`src/rtl/grid_param_sender.sv`:
```
// grid_param_sender: walks an (m, r) grid and streams value = m + r + 0.5
// in unsigned fixed point over valid/ready, one sweep per start pulse.
// Ports: clk/rst (async, active-high); start; out_valid/out_ready/out_data,
// out_m_idx, out_r_idx, out_last stream; busy (sweep in progress); done pulse.
// Latency: first beat is visible right after the edge that samples start;
// one beat per cycle with out_ready held high.
// Backpressure: every stream output is held while out_valid && !out_ready.
// Optional feature macro: GRID_SENDER_CHECKSUM_EN appends a SUM beat
// (modular sum of all grid beats, indices 8'hFF, out_last=1).
module grid_param_sender #(
  parameter int M_START   = 10,
  parameter int M_END     = 20,
  parameter int M_STEP    = 10,
  parameter int R_COUNT   = 2,
  parameter int FRAC_BITS = 8,
  parameter int WIDTH     = 16
) (
  input  logic             clk,
  input  logic             rst,
  input  logic             start,
  output logic             out_valid,
  input  logic             out_ready,
  output logic [WIDTH-1:0] out_data,
  output logic [7:0]       out_m_idx,
  output logic [7:0]       out_r_idx,
  output logic             out_last,
  output logic             busy,
  output logic             done
);

  // Elaboration-time parameter sanity.
  if (M_STEP < 1 || R_COUNT < 1 || FRAC_BITS < 1) begin : g_bad_param
    $error("grid_param_sender: M_STEP, R_COUNT and FRAC_BITS must all be >= 1");
  end
  if (((longint'(M_END) + longint'(R_COUNT)) << FRAC_BITS) > (longint'(1) << WIDTH))
  begin : g_overflow
    $error("grid_param_sender: (M_END+R_COUNT)<<FRAC_BITS overflows WIDTH");
  end

  // A grid whose first point is also its last point (single m, single r).
  localparam bit FIRST_IS_LAST =
    (R_COUNT == 1) && ((longint'(M_START) + longint'(M_STEP)) > longint'(M_END));

  typedef enum logic [1:0] {
    S_IDLE = 2'd0,
    S_SEND = 2'd1,
    S_SUM  = 2'd2,
    S_DONE = 2'd3
  } state_t;

  state_t state_q, state_d;

  logic [31:0]      m_q;
  logic [31:0]      r_q;
  logic [7:0]       m_idx_q;
  logic [WIDTH-1:0] data_q;
  logic             grid_last_q;   // beat currently held is the last grid point
`ifdef GRID_SENDER_CHECKSUM_EN
  logic [WIDTH-1:0] sum_q;
`endif

  logic        fire;
  logic        r_at_end;
  logic [31:0] m_n;
  logic [31:0] r_n;
  logic [7:0]  m_idx_n;
  logic        last_n;

  function automatic logic [WIDTH-1:0] beat_value(input logic [31:0] m, input logic [31:0] r);
    beat_value = WIDTH'(((64'(m) + 64'(r)) << FRAC_BITS) | (64'd1 << (FRAC_BITS - 1)));
  endfunction

  assign fire = out_valid && out_ready;

  // Next grid point, r inner and m outer. The "is this the last m" test
  // uses m + M_STEP > M_END in 33 bits so the counter can never wrap.
  always_comb begin
    r_at_end = (r_q == 32'(R_COUNT - 1));
    m_n      = r_at_end ? (m_q + 32'(M_STEP)) : m_q;
    r_n      = r_at_end ? 32'd0 : (r_q + 32'd1);
    m_idx_n  = r_at_end ? (m_idx_q + 8'd1) : m_idx_q;
    last_n   = (r_n == 32'(R_COUNT - 1)) &&
               (({1'b0, m_n} + 33'(M_STEP)) > 33'(M_END));
  end

  // State register.
  always_ff @(posedge clk or posedge rst) begin
    if (rst) state_q <= S_IDLE;
    else     state_q <= state_d;
  end

  // Next-state logic.
  always_comb begin
    state_d = state_q;
    case (state_q)
      S_IDLE: if (start) state_d = S_SEND;
      S_SEND: begin
        if (fire && grid_last_q) begin
`ifdef GRID_SENDER_CHECKSUM_EN
          state_d = S_SUM;
`else
          state_d = S_DONE;
`endif
        end
      end
`ifdef GRID_SENDER_CHECKSUM_EN
      S_SUM:  if (fire) state_d = S_DONE;
`else
      S_SUM:  state_d = S_IDLE;
`endif
      S_DONE: state_d = S_IDLE;
      default: state_d = S_IDLE;
    endcase
  end

  // Output decode. Everything here is a function of registers only, so the
  // stream has no combinational path from out_ready or start.
  always_comb begin
    out_valid = 1'b0;
    busy      = 1'b0;
    done      = 1'b0;
    out_data  = '0;
    out_m_idx = 8'd0;
    out_r_idx = 8'd0;
    out_last  = 1'b0;
    case (state_q)
      S_SEND: begin
        out_valid = 1'b1;
        busy      = 1'b1;
        out_data  = data_q;
        out_m_idx = m_idx_q;
        out_r_idx = r_q[7:0];
`ifdef GRID_SENDER_CHECKSUM_EN
        out_last  = 1'b0;
`else
        out_last  = grid_last_q;
`endif
      end
`ifdef GRID_SENDER_CHECKSUM_EN
      S_SUM: begin
        out_valid = 1'b1;
        busy      = 1'b1;
        out_data  = sum_q;
        out_m_idx = 8'hFF;
        out_r_idx = 8'hFF;
        out_last  = 1'b1;
      end
`endif
      S_DONE: done = 1'b1;
      default: ;
    endcase
  end

  // Grid walker and beat register. The beat for the next point is computed
  // on acceptance so out_data is always straight from a flop.
  always_ff @(posedge clk or posedge rst) begin
    if (rst) begin
      m_q         <= 32'(M_START);
      r_q         <= 32'd0;
      m_idx_q     <= 8'd0;
      data_q      <= '0;
      grid_last_q <= 1'b0;
`ifdef GRID_SENDER_CHECKSUM_EN
      sum_q       <= '0;
`endif
    end else begin
      case (state_q)
        S_IDLE: begin
          if (start) begin
            m_q         <= 32'(M_START);
            r_q         <= 32'd0;
            m_idx_q     <= 8'd0;
            data_q      <= beat_value(32'(M_START), 32'd0);
            grid_last_q <= FIRST_IS_LAST;
`ifdef GRID_SENDER_CHECKSUM_EN
            sum_q       <= '0;
`endif
          end
        end
        S_SEND: begin
          if (fire) begin
`ifdef GRID_SENDER_CHECKSUM_EN
            sum_q <= sum_q + data_q;
`endif
            if (!grid_last_q) begin
              m_q         <= m_n;
              r_q         <= r_n;
              m_idx_q     <= m_idx_n;
              data_q      <= beat_value(m_n, r_n);
              grid_last_q <= last_n;
            end
          end
        end
        default: ;
      endcase
    end
  end

endmodule
```
`config.mk`:
```
export PLATFORM = sky130hd
export DESIGN_NAME = grid_param_sender
export DESIGN_NICKNAME = d
export VERILOG_FILES = /design/src/rtl/grid_param_sender.sv
export SDC_FILE = /design/constraint.sdc
export NUM_CORES = 1
export LEC_CHECK = 0
export ABC_AREA = 1
export CAP_MARGIN = 10
export CORE_AREA = 4 4 112 114
export DETAILED_ROUTE_END_ITERATION = 16
export DIE_AREA = 0 0 116 118
export PLACE_DENSITY = 0.81
export SLEW_MARGIN = 20
export SYNTH_ARGS = -nofsm -noshare
export SYNTH_HDL_FRONTEND = slang
export SYNTH_SLANG_ARGS = --single-unit
```
`constraint.sdc`:
```
create_clock -name clk -period 6.5 [get_ports clk]
set_input_delay 1.3 -clock clk [delete_from_list [all_inputs] [get_ports clk]]
set_output_delay 1.3 -clock clk [all_outputs]
set_load 0.01 [all_outputs]
```
==> results of run 1 <==
per-layer routing:
metal	part of all wire, %	vias to the layer above	track usage (%)
met2	48	250	50.8
met5	0	-	0
li1	-	3791	-
met4	3.7	0	13.7
met3	5.0	58	2.83
met1	43	3489	38.9
sequential cells by signal, indices dropped and copies added, names as in the netlist:
name and count:
m_q 31, grid_last_q 1, m_idx_q 8, r_q 32, state_q 2, data_q 9
power groups by stage:
stage,logic (W),registers [W],clock network [W]
2_1_floorplan,0.00258,0.000841,0
3_3_place_gp,0.00327,0.000888,0
3_5_place_dp,0.00332,0.000892,0
4_1_cts,0.00335,0.000884,0.000535
5_1_grt,0.00376,0.000914,0.000554
6_report,0.00338,0.000893,0.000535
cells in the mapped netlist (all sizes together) (2+ instances only):
master / number / area [um2]
xor2: 32 / 280
dfstp: 2 / 52.6
nor3: 32 / 170
nor2: 221 / 1010
inv: 164 / 616
o22ai: 60 / 375
dfrtp: 81 / 2030
o21ai: 31 / 155
ha: 11 / 138
nand2: 370 / 1490
nand3: 66 / 343
a21oi: 14 / 73.8
nand4: 33 / 213
buf: 15 / 114
nand3b: 2 / 15.0
nor4: 9 / 56.3
clkbuf: 15 / 57.6
nor3b: 3 / 22.5
or2: 2 / 12.5
layout by cell type (no fill, tap or decap), types with 5 or more instances in the layout:
cell	instances
nand4_1	32
dfrtp_1	81
clkbuf_16	9
a21oi_1	13
nor2_1	179
o22ai_1	60
nand2_2	24
nor4_1	9
xor2_1	32
ha_1	11
nand3_1	65
inv_2	6
nand2_1	340
nand2_4	6
nor2_2	26
inv_1	156
o21ai_0	26
nor3_1	30
conb_1	8
nor2_4	16
clkdlybuf4s50_1	32
o21ai_1	5
layout make-up:
type                    count  share of cell area, %
repair buffers             35                   4.33
inverters                 165                   7.77
flip-flops and latches     83                   26.0
multi-input cells         904                   56.0
well taps                 143                   2.23
clock buffers               9                   2.81
clock inverters             7                  0.922
cells by family after synthesis:
family / count (synthesis) / synth area share, %
DFF: 83 / 28.4
buffers and inverters: 195 / 10.8
AOI/OAI and AO/OA: 112 / 8.99
other: 1 / 0.0512
xor gates and xnor gates: 33 / 3.95
and+or+nand+nor: 739 / 45.6
adders and majority gates: 12 / 2.15
worst min-delay path, stage by stage (launching register included):
cell and delay [ps]:
dfrtp_1 320, inv_1 50, nand2_1 50
worst paths after layout:
check	cells past startpoint	slack [ps]	end	start
worst max-delay path	9	2530	data_q[13]	start
worst min-delay path	2	450	data_q[7]	data_q[7]
worst max register to register	9	2750	data_q[13]	state_q[0]
worst min register to register	2	450	data_q[7]	data_q[7]
max in group asynchronous	3	4450	r_q[19]	rst
min in group asynchronous	2	1120	m_idx_q[7]	rst
metrics by stage:
step / cells / setup slack, ps / cell area [um2]
3_3_place_gp: 1330 / 2470 / 7700
6_report: 1346 / 2530 / 8010
2_1_floorplan: 1182 / 3070 / 7340
3_5_place_dp: 1330 / 2330 / 7700
5_1_grt: 1346 / 2270 / 8010
4_1_cts: 1346 / 2530 / 8000
==> out/qor.yml, run 1 <==
outcome:
  status: "completed"
placed_design:
  port_buffers: 32
  hpwl_um: 15000
  place.gp.congestion: 0.949
detailed_routing:
  wl_um: 20200
  drc: 0
  wl_per_cell_um: 15.0
  drt-initial-drc-count: 636
  ant_nets: 0
  viasPerCell: 5.64
  via_count: 7588
  drt_pass1_iterations: 7
floorplanning:
  die_w_um: 116
  dieArea_um2: 13700
  start_util_pct: 64.1
  core_area_um2: 11400
  fp.dieH_um: 118
  num_rows: 39
  pin_count: 40
clock_network:
  hold_buffers: 0
  cts_tree: "done"
  clk_pin_slew_ps: 70
  clkSinkCount: 83
  cts_resized: 0
  postCtsSetupBuffers: 0
  worstSkewPairLatency_ps: 360
  cts_inserted_buffers: 9
  cts_root_buffer: "clkbuf_16"
  cts_max_path_buffers: 2
  htreeDepth: 3
worst_setup_path:
  cp_data_required_time_ps: 6740
  crit_chain: "clkdlybuf4s50_1 -> inv_1 -> a21oi_1 -> o21ai_1 -> nor2_4 -> inv_2 -> nor2_1 -> clkinv_2 -> o32ai_1"
  startpoint_type: "primary input"
  critPathTopFamily: "buffers and inverters"
  worst_path_max_delay_cell: "clkinv_2"
  path_max_fanout: 60
  end_kind: "flip-flop"
  max_stage_delay_ps: 880
  path_class: "primary input to flip-flop"
  path_buf_inv: 4
  arrival_ps: 4210
synthesis:
  ys_seq_area_share_pct: 28.4
  syn_area_um2: 7320
  yosysWarnings: 0
  synth_flop_cell: "dfrtp_1"
  async_flop_share_pct: 100
  synth_seq_cells: 83
  synth_cells: 1175
  synth-edff-count: 0
  syn_area_per_cell_um2: 6.23
  ys_types: 46
worst_hold_path:
  min_path_type: "flip-flop to flip-flop"
sta:
  fin_tns_setup_ps: 0
  period_needed_ps: 3970
  finalHoldViolCount: 0
  worst_slew_pin_slew_ps: 953
  clock.fmax_ghz: 0.252
  rsz0062_at_grt: "no"
  period_share_pct: 61.0
  setup_viol: 0
  fin_skew_ps: 8.26
  holdWs_ps: 453
  slew_headroom_pct: 36.4
  drv_slew: 0
power:
  p_sw_w: 0.00274
  p_total_w: 0.00481
  switching_share_pct: 56.9
  p_seq_share_pct: 18.6
  internal-power_w: 0.00207
  p_leak_nw: 3.68
  combPwrFrac_pct: 70.3
  ir_drop_mv: 0.397
  p_per_area_nw_per_um2: 600
  clkPwrFrac_pct: 11.1
cells_and_area:
  multiInputGateArea_um2: 4480
  n_fill_cell: 1035
  drive_gt1_share_pct: 8.89
  fin_nets: 1214
  synthToLayoutAreaGrowth_pct: 9.42
  n_antenna_cell: 0
  final_util_pct: 70.1
  register_area_um2: 2080
job:
  maxCapViolations: 0
global_routing:
  antenna_found_initial: 0
  gr-usage-all-layers_pct: 30.2
  grt_pass1_wl_um: 33700
  grt_pass1_vias: 7212
  overflow: 0
  grt_max_degree: 80
(Power assumes the default switching activity.)
==> run 2, diff against run 1 <==
--- a/config.mk
+++ b/config.mk
@@ -7,10 +7,10 @@
 export LEC_CHECK = 0
 export ABC_AREA = 1
 export CAP_MARGIN = 10
-export CORE_AREA = 4 4 112 114
+export CORE_AREA = 4 4 120 122
 export DETAILED_ROUTE_END_ITERATION = 16
-export DIE_AREA = 0 0 116 118
-export PLACE_DENSITY = 0.81
+export DIE_AREA = 0 0 124 126
+export PLACE_DENSITY = 0.74
 export SLEW_MARGIN = 20
 export SYNTH_ARGS = -nofsm -noshare
 export SYNTH_HDL_FRONTEND = slang
==> constraint.sdc (replaced) <==
create_clock -name clk -period 3.45 [get_ports clk]
set_input_delay 0.69 -clock clk [delete_from_list [all_inputs] [get_ports clk]]
set_output_delay 0.69 -clock clk [all_outputs]
set_load 0.01 [all_outputs]
==> out/qor.yml, run 2 (synthesized netlist as in run 1, its figures left out) <==
cells_and_area:
  fin_nets: 1231  # +1.4%
  synthToLayoutAreaGrowth_pct: 12.0
  final_cell_mix: "nand2_1 (339), nor2_1 (179), inv_1 (156), dfrtp_1 (81), nand3_1 (65)"
  regMostFlops: "r_q"
  n_fill_cell: 1313  # +27%
  finish.cell_count_without_fillers: 1396  # +3.7%
  n_antenna_cell: 0  # unchanged
  final_common_cell: "nand2_1"
  largest_reg_flops: 32  # unchanged
  drive_gt1_share_pct: 10.2  # +1.4 points
  top_regs: "r_q x32, m_q x31, data_q x9"
  fin_area_um2: 8200  # +2.4%
clock_network:
  clkSinkCount: 83  # unchanged
  worstSkewPairLatency_ps: 350  # about the same
  cts_max_path_buffers: 2  # unchanged
  cts_root_buffer: "clkbuf_16"
  cts_inserted_buffers: 9  # unchanged
  htreeDepth: 3  # unchanged
  cts_tree: "done"
  clk_pin_slew_ps: 60  # about the same
sta:
  layout_setup_ws_ps: 343  # -2190 ps
  setup_viol: 0  # unchanged
  fin_tns_setup_ps: 0  # unchanged
  period_share_pct: 90.1
  clock.fmax_ghz: 0.322
  slew_headroom_pct: 47.1  # +11 points
  period_needed_ps: 3110
  rsz0062_at_grt: "no"
  drv_slew: 0  # unchanged
  worst_slew_pin_slew_ps: 792  # -161 ps
  finalHoldViolCount: 0  # unchanged
  fin_skew_ps: 8.87  # +0.609 ps
detailed_routing:
  drt_pass1_iterations: 5  # -2
  ant_nets: 0  # unchanged
  via_count: 7689  # +1.3%
  wl_um: 20800  # +3.2%
  viasPerCell: 5.51  # -2.3%
  drc: 0  # unchanged
  wl_per_cell_um: 14.9  # -0.51%
  drt-initial-drc-count: 590  # -7.2%
worst_setup_path:
  crit_top_cell: "nand2_1"
  max_stage_delay_ps: 380  # -500 ps
  path_buf_inv: 3  # -1
  critPathTopFamily: "simple AND/OR/NAND/NOR gates"
  arrival_ps: 3320  # -890 ps
  path_max_fanout: 9  # -85%
  end_kind: "flip-flop"
  cp_data_required_time_ps: 3660  # -3080 ps
  startpoint_type: "flip-flop"
  worst_path_max_delay_cell: "dfrtp_1"
  crit_chain: "inv_1 -> ha_1 -> nand2_1 -> nor2_1 -> nand2_2 -> nor2_4 -> buf_4 -> nand2_1 -> o21ai_0 -> nor2_2 -> nand2_2 -> nor2_4 -> buf_4 -> nand4_1 -> nand2_1 -> a21oi_1 -> nand3_1 -> nor2_1 -> nand3_1 -> nand2_1 -> a21oi_2"
  path_class: "flip-flop to flip-flop"
placed_design:
  dp_cells: 1377  # +3.5%
  dpl_cell_area_um2: 7860  # +2.1%
  hpwl_um: 16000  # +7.3%
  port_buffers: 32  # unchanged
  dp_worst_setup_slack_ps: 267  # -2070 ps
  place.gp.congestion: 0.960  # +1.2%
floorplanning:
  num_rows: 42  # +7.7%
  dieArea_um2: 15600  # +14%
  core_area_um2: 13200  # +16%
  pin_count: 40  # unchanged
  die_w_um: 124  # +6.9%
  start_util_pct: 55.5  # -8.6 points
  fp.dieH_um: 126  # +6.8%
global_routing:
  grt_pass1_wl_um: 35100  # +4.3%
  antenna_found_initial: 0  # unchanged
  grt_max_degree: 42  # -48%
  grt_pass1_vias: 7498  # +4.0%
  gr-usage-all-layers_pct: 27.8  # -2.4 points
  overflow: 0  # unchanged
power:
  p_leak_nw: 3.78  # +2.7%
  ir_drop_mv: 0.565  # +42%
  p_per_area_nw_per_um2: 1130  # +89%
  p_total_w: 0.00929  # +93%
job:
  maxCapViolations: 0  # unchanged
worst_hold_path:
  min_path_type: "flip-flop to flip-flop"
outcome:
  status: "completed"
==> run 2: cell type report <==
type,count,area (um2),share of cell area [%]
well taps,176,220,2.69
clock buffers,10,229,2.79
flip-flops and latches,83,2080,25.4
clock inverters,6,66.3,0.809
inverters,165,621,7.57
repair buffers,52,483,5.89
multi-input cells,904,4500,54.9
==> run 2: final timing paths <==
| path | from | endpoint | slack, ps | depth (start not counted) |
|---|---|---|---|---|
| max | r_q[1] | grid_last_q | 340 | 21 |
| min | data_q[7] | data_q[7] | 460 | 2 |
| max reg2reg | r_q[1] | grid_last_q | 340 | 21 |
| min reg2reg | data_q[7] | data_q[7] | 460 | 2 |
| max in group asynchronous | rst | r_q[17] | 1880 | 3 |
| min in group asynchronous | rst | m_q[22] | 790 | 2 |
==> run 2: metrics by stage <==
step	utilization, %	hold WS [ps]
floorplan	-	423
global placement	59.6	439
detailed placement	59.6	440
CTS	61.8	455
global route	62.2	489
finish	62.2	456
==> run 2: repair_timing <==
action	4_1_cts	5_1_grt
buffers inserted	0	3
setup endpoints to repair	0	1
hold buffers	0	0
resized for setup	0	4
endpoints found under the hold margin	0	0
==> run 2: metal layers <==
layer,routed length (um),share of wire [%],GRT usage (%)
met5,0,0,0
met4,909,4.4,13.4
met3,1310,6.3,4.26
met2,9750,47,44.8
met1,8880,43,36.3
==> run 2: worst reg2reg max path, stage by stage, from the launching register on <==
cell and delay, ps:
dfrtp_1 380, inv_1 120, ha_1 180, nand2_1 60
nor2_1 120, nand2_2 100, nor2_4 290, buf_4 210
nand2_1 50, o21ai_0 260, nor2_2 90, nand2_2 190
nor2_4 80, buf_4 150, nand4_1 70, nand2_1 60
a21oi_1 150, nand3_1 90, nor2_1 110, nand3_1 90
nand2_1 80, a21oi_2 50
==> run 2: where the power goes <==
part	internal, W	switching (W)
clock	0.000561	0.000419
combinational	0.00218	0.00446
sequential	0.00133	0.000345
